`config.mk`:
```
export PLATFORM = sky130hd
export DESIGN_NAME = serial_receive
export DESIGN_NICKNAME = d
export VERILOG_FILES = /design/src/rtl/serial_receive.sv
export SDC_FILE = /design/constraint.sdc
export NUM_CORES = 1
export LEC_CHECK = 0
export BUFFER_PORTS_ARGS = -buffer_cell sky130_fd_sc_hd__buf_4
export CAP_MARGIN = 40
export CORE_MARGIN = 2
export CORE_UTILIZATION = 30
export CTS_BUF_LIST = sky130_fd_sc_hd__clkbuf_8 sky130_fd_sc_hd__clkbuf_16
export DETAILED_ROUTE_END_ITERATION = 6
export GPL_TIMING_DRIVEN = 0
export SYNTH_ARGS = -nofsm -noshare
export SYNTH_HDL_FRONTEND = slang
export SYNTH_SLANG_ARGS = --single-unit
```
`constraint.sdc`:
```
create_clock -name clk -period 6 [get_ports clk]
set_clock_uncertainty 0.1 [all_clocks]
set_input_delay 0.6 -clock clk [delete_from_list [all_inputs] [get_ports clk]]
set_output_delay 0.6 -clock clk [all_outputs]
set_load 0.1 [all_outputs]
```
`src/rtl/serial_receive.sv`:
```
// 8N1 UART receiver that packs WORD_BYTES bytes (first byte -> MSBs) into one word.
// Optional inter-byte timeout that drops a partial word: define SERIAL_RX_TIMEOUT_EN.
module serial_receive #(
  parameter int baud_rate          = 115_200,
  parameter int comm_clk_frequency = 100_000_000,
  parameter int WORD_BYTES         = 4,
  parameter int TIMEOUT_BITS       = 32
) (
  input  logic                    clk,
  input  logic                    rst_n,
  input  logic                    RxD,
  output logic [8*WORD_BYTES-1:0] word,
  output logic                    word_valid,
  output logic                    busy,
  output logic                    frame_err
);

  localparam int CPB  = comm_clk_frequency / baud_rate;
  localparam int HALF = CPB / 2;
  localparam int CW   = $clog2(CPB + 1);
  localparam int BCW  = $clog2(WORD_BYTES + 1);
  localparam int WW   = 8 * WORD_BYTES;
  localparam logic [CW-1:0]  CPB_M1  = CW'(CPB - 1);
  localparam logic [CW-1:0]  HALF_M1 = CW'(HALF - 1);
  localparam logic [BCW-1:0] LAST_B  = BCW'(WORD_BYTES - 1);

  typedef enum logic [2:0] {S_IDLE, S_START, S_DATA, S_STOP, S_BREAK} state_t;

  state_t          r_state, w_state_nxt;
  logic            r_sync1, r_rs;
  logic [CW-1:0]   r_cnt, w_cnt_nxt;
  logic [2:0]      r_bit, w_bit_nxt;
  logic [7:0]      r_byte, w_byte_nxt;
  logic            w_byte_ok, w_ferr, w_gap_expire;
  logic [WW-1:0]   r_shreg, r_word, w_assembled;
  logic [BCW-1:0]  r_byte_cnt;
  logic            r_word_valid, r_frame_err;

  always_ff @(posedge clk) begin
    if (!rst_n) r_state <= S_IDLE;
    else        r_state <= w_state_nxt;
  end

  always_comb begin
    w_state_nxt = r_state;
    w_cnt_nxt   = r_cnt + 1'b1;
    w_bit_nxt   = r_bit;
    w_byte_nxt  = r_byte;
    w_byte_ok   = 1'b0;
    w_ferr      = 1'b0;
    case (r_state)
      S_IDLE: begin
        w_cnt_nxt = '0;
        if (!r_rs) w_state_nxt = S_START;
      end
      S_START: begin
        if (r_cnt == HALF_M1) begin
          w_cnt_nxt   = '0;
          w_bit_nxt   = '0;
          w_state_nxt = r_rs ? S_IDLE : S_DATA;
        end
      end
      S_DATA: begin
        if (r_cnt == CPB_M1) begin
          w_cnt_nxt  = '0;
          w_byte_nxt = {r_rs, r_byte[7:1]};
          w_bit_nxt  = r_bit + 1'b1;
          if (r_bit == 3'd7) w_state_nxt = S_STOP;
        end
      end
      S_STOP: begin
        if (r_cnt == CPB_M1) begin
          w_cnt_nxt = '0;
          if (r_rs) begin
            w_byte_ok   = 1'b1;
            w_state_nxt = S_IDLE;
          end else begin
            w_ferr      = 1'b1;
            w_state_nxt = S_BREAK;
          end
        end
      end
      S_BREAK: begin
        w_cnt_nxt = '0;
        if (r_rs) w_state_nxt = S_IDLE;
      end
      default: w_state_nxt = S_IDLE;
    endcase
  end

  assign w_assembled = (r_shreg << 8) | WW'(r_byte);

  // Sync flops reset to the idle level so reset never fakes a start bit.
  always_ff @(posedge clk) begin
    if (!rst_n) begin
      r_sync1      <= 1'b1;
      r_rs         <= 1'b1;
      r_cnt        <= '0;
      r_bit        <= '0;
      r_byte       <= '0;
      r_shreg      <= '0;
      r_word       <= '0;
      r_byte_cnt   <= '0;
      r_word_valid <= 1'b0;
      r_frame_err  <= 1'b0;
    end else begin
      r_sync1      <= RxD;
      r_rs         <= r_sync1;
      r_cnt        <= w_cnt_nxt;
      r_bit        <= w_bit_nxt;
      r_byte       <= w_byte_nxt;
      r_word_valid <= 1'b0;
      r_frame_err  <= w_ferr;
      if (w_ferr) begin
        r_byte_cnt <= '0;
        r_shreg    <= '0;
      end else if (w_byte_ok) begin
        if (r_byte_cnt == LAST_B) begin
          r_word       <= w_assembled;
          r_word_valid <= 1'b1;
          r_byte_cnt   <= '0;
          r_shreg      <= '0;
        end else begin
          r_shreg    <= w_assembled;
          r_byte_cnt <= r_byte_cnt + 1'b1;
        end
      end else if (w_gap_expire) begin
        r_byte_cnt <= '0;
        r_shreg    <= '0;
      end
    end
  end

`ifdef SERIAL_RX_TIMEOUT_EN
  localparam int GAP = TIMEOUT_BITS * CPB;
  localparam int GW  = $clog2(GAP + 1);
  logic [GW-1:0] r_gap;
  logic          w_gap_run;

  // Line idle with a partial word held; a start bit (rs low) clears the count.
  assign w_gap_run    = (r_state == S_IDLE) && (r_byte_cnt != '0) && r_rs;
  assign w_gap_expire = w_gap_run && (r_gap == GW'(GAP - 1));

  always_ff @(posedge clk) begin
    if (!rst_n)                         r_gap <= '0;
    else if (w_gap_run && !w_gap_expire) r_gap <= r_gap + 1'b1;
    else                                 r_gap <= '0;
  end
`else
  assign w_gap_expire = 1'b0;
`endif

  assign word       = r_word;
  assign word_valid = r_word_valid;
  assign frame_err  = r_frame_err;
  assign busy       = (r_state != S_IDLE) || (r_byte_cnt != '0);

endmodule

```
==> results.sh <==
export IMPL_outcome="finished, violations left"
export IMPL_violations="DRC"
export IMPL_rr_endpoint="word[0]"
export IMPL_fin_ws_ns=3.68
export IMPL_start_util=0.309
export IMPL_synth_edff_count=0
export IMPL_cts_buffers=9
export IMPL_max_clock_path_buffers=2
export IMPL_die_area_mm2=0.0127
export IMPL_async_reset_ff_frac=0
export IMPL_drt_iter0_markers=125
export IMPL_postPlaceCellArea_mm2=0.00402
export IMPL_max_freq_ghz=0.431
export IMPL_dp_slack_ns=3.48
export IMPL_clkLatencyLatePin_ns=0.34
export IMPL_worstSetupPathType="reg2reg"
export IMPL_crit_end="word[0]"
export IMPL_htreeDepth=3
export IMPL_syn_instance_count=407
export IMPL_die_height_um=113
export IMPL_layout_nets=465
export IMPL_final_common_cell="nand2_1"
export IMPL_cts_hold_buffers=0
export IMPL_hold_path_depth=1
export IMPL_post_cts_buffers=0
export IMPL_syn_area_mm2=0.00356
export IMPL_rsz0062_at_grt="no"
export IMPL_hold_violations=0
export IMPL_setup_viol=0
export IMPL_avgSynthCellArea_um2=8.74
export IMPL_fin_tns_setup_ns=0
export IMPL_finalCritPeriodShare=0.387
export IMPL_synth_main_ff_cell="dfxtp_1"
export IMPL_cp_required_ns=6.11
export IMPL_ys_ff_latch=87
export IMPL_grt_max_degree=14
export IMPL_grt_pass1_vias=2859
export IMPL_drc_errors=4
export IMPL_crit_path_max_fanout=10
export IMPL_max_cap_violations=0
export IMPL_avgViaCountPerCell=4.81
export IMPL_clock_sinks=87
export IMPL_start_kind="register"
export IMPL_ys_types=40
export IMPL_rows=39
export IMPL_cp_startpoint="r_cnt[0]"
export IMPL_synth_nets=416
export IMPL_num_antenna_cells=0
export IMPL_drive_gt1_frac=0.133
export IMPL_cts_root_buf="clkbuf_16"
export IMPL_ir_drop_mv=0.121
export IMPL_power_density_mw_per_mm2=262
export IMPL_endpoint_kind="register"
export IMPL_overflow=0
export IMPL_antenna_found_initial=0
export IMPL_core_area_mm2=0.0115
export IMPL_final_area_mm2=0.00429
export IMPL_cts_clk_slew_worst_paths_ns=0.06
export IMPL_dpl_hpwl_um=5730
export IMPL_cts_tree="yes"
export IMPL_drv_slew=0
export IMPL_grt_pass1_wl_um=13800
export IMPL_firstDrtPassIters=6
export IMPL_avgRoutedWirePerCell_um=13.4
export IMPL_yosysSeqAreaShare=0.490
export IMPL_syn_to_final_growth_pct=20.6
export IMPL_n_fill_cell=1210
export IMPL_die_width_um=113
export IMPL_arrival_ns=2.43
export IMPL_port_buffers=37
export IMPL_period_needed_ns=2.32
export IMPL_cts_resized=0
export IMPL_min_path_type="reg2reg"
export IMPL_wirelength_um=8080
export IMPL_routed_via_count=2893
export IMPL_leakage_nw=1.69
export IMPL_r2r_start="r_cnt[0]"
export IMPL_final_cell_mix="nand2_1, dfxtp_1, mux2i_1, buf_4, nand3_1"
export IMPL_ys_warn_count=0
export IMPL_hold_start="r_sync1"
export IMPL_io_pins=38
export IMPL_worst_pin_slew_ns=0.586
export IMPL_ant_nets=0
export IMPL_slew_headroom=0.605
export IMPL_reg2regPathDepth=6
export IMPL_r2r_slack_ns=3.68
export IMPL_grtUsageTotal=0.135
export IMPL_gp_congestion=0.823
power by group:
| group | switching [mW] | internal, mW |
|---|---|---|
| clock | 0.219 | 0.298 |
| sequential | 0.000887 | 0.579 |
| combinational | 0.0229 | 0.00534 |
worst min-delay path by stage:
stage,to,slack (ns)
3_5_place_dp,r_rs,0.29
3_3_place_gp,r_rs,0.30
6_report,r_rs,0.31
4_1_cts,r_rs,0.31
5_1_grt,r_rs,0.33
2_1_floorplan,r_rs,0.29
logic make-up after synthesis:
kind of cell | Yosys count | share of synthesized area
compound gates | 36 | 0.0584
xor+xnor | 8 | 0.0197
fa+ha+maj | 6 | 0.0211
buf+inv | 36 | 0.0433
flops | 87 | 0.490
mux | 42 | 0.118
simple gates | 192 | 0.250
routing by layer:
layer | global-route usage | share of wire | wire length (µm) | up-vias
li1 | - | - | - | 1470
met1 | 0.178 | 0.49 | 3970 | 1360
met2 | 0.206 | 0.44 | 3590 | 47
met3 | 0.0305 | 0.035 | 286 | 16
met4 | 0.0707 | 0.029 | 234 | 0
met5 | 0 | 0 | 0 | -
state kept, by name, summed over array words and instances (netlist names):
register and count:
word 32, r_shreg 24, r_cnt 10, r_byte 8, r_bit 3, r_byte_cnt 3
r_state 3, frame_err 1, r_rs 1, r_sync1 1, word_valid 1
Yosys cell counts, drive strengths merged, types with 2 or more instances:
cell type	instances	area share
nor4	5	0.013
xor2	2	0.0049
nand4	3	0.0053
xnor2	6	0.015
nand3	34	0.048
clkbuf	20	0.021
or4b	2	0.0067
ha	6	0.021
nor3b	2	0.0056
mux2i	42	0.12
dfxtp	87	0.49
nand2b	2	0.0035
o21ai	28	0.039
nor2	18	0.019
inv	7	0.0074
buf	8	0.014
nand2	104	0.11
nor3	13	0.018
nand4bb	2	0.0063
critical path, stage by stage (launching register included):
cell and delay [ns]:
dfxtp_1 0.39, ha_1 0.28, nand4bb_1 0.27, nor2_1 0.32, nand4_1 0.33, buf_2 0.36
mux2i_1 0.16
through the flow:
step / hold slack (ns) / power, mW / utilization / instances
CTS: 0.309 / 1.14 / 0.373 / 602
global route: 0.333 / 1.16 / 0.373 / 602
finish: 0.310 / 1.12 / 0.373 / 602
detailed placement: 0.294 / 0.621 / 0.349 / 588
global placement: 0.298 / 0.620 / 0.349 / 587
floorplan: 0.286 / 0.611 / - / 407
area by class of cell:
class                      instances  area (µm²)  share of cell area
sequential                        87        1740               0.406
multi-input combinational        284        1660               0.387
timing repair buffer              38         283              0.0659
clock buffer                      11         253              0.0589
tap                              143         179              0.0417
buffer                            28         124              0.0289
inverter                           8        30.0             0.00700
clock inverter                     3        20.0             0.00466
No activity file was read; power rests on OpenSTA's default activity.
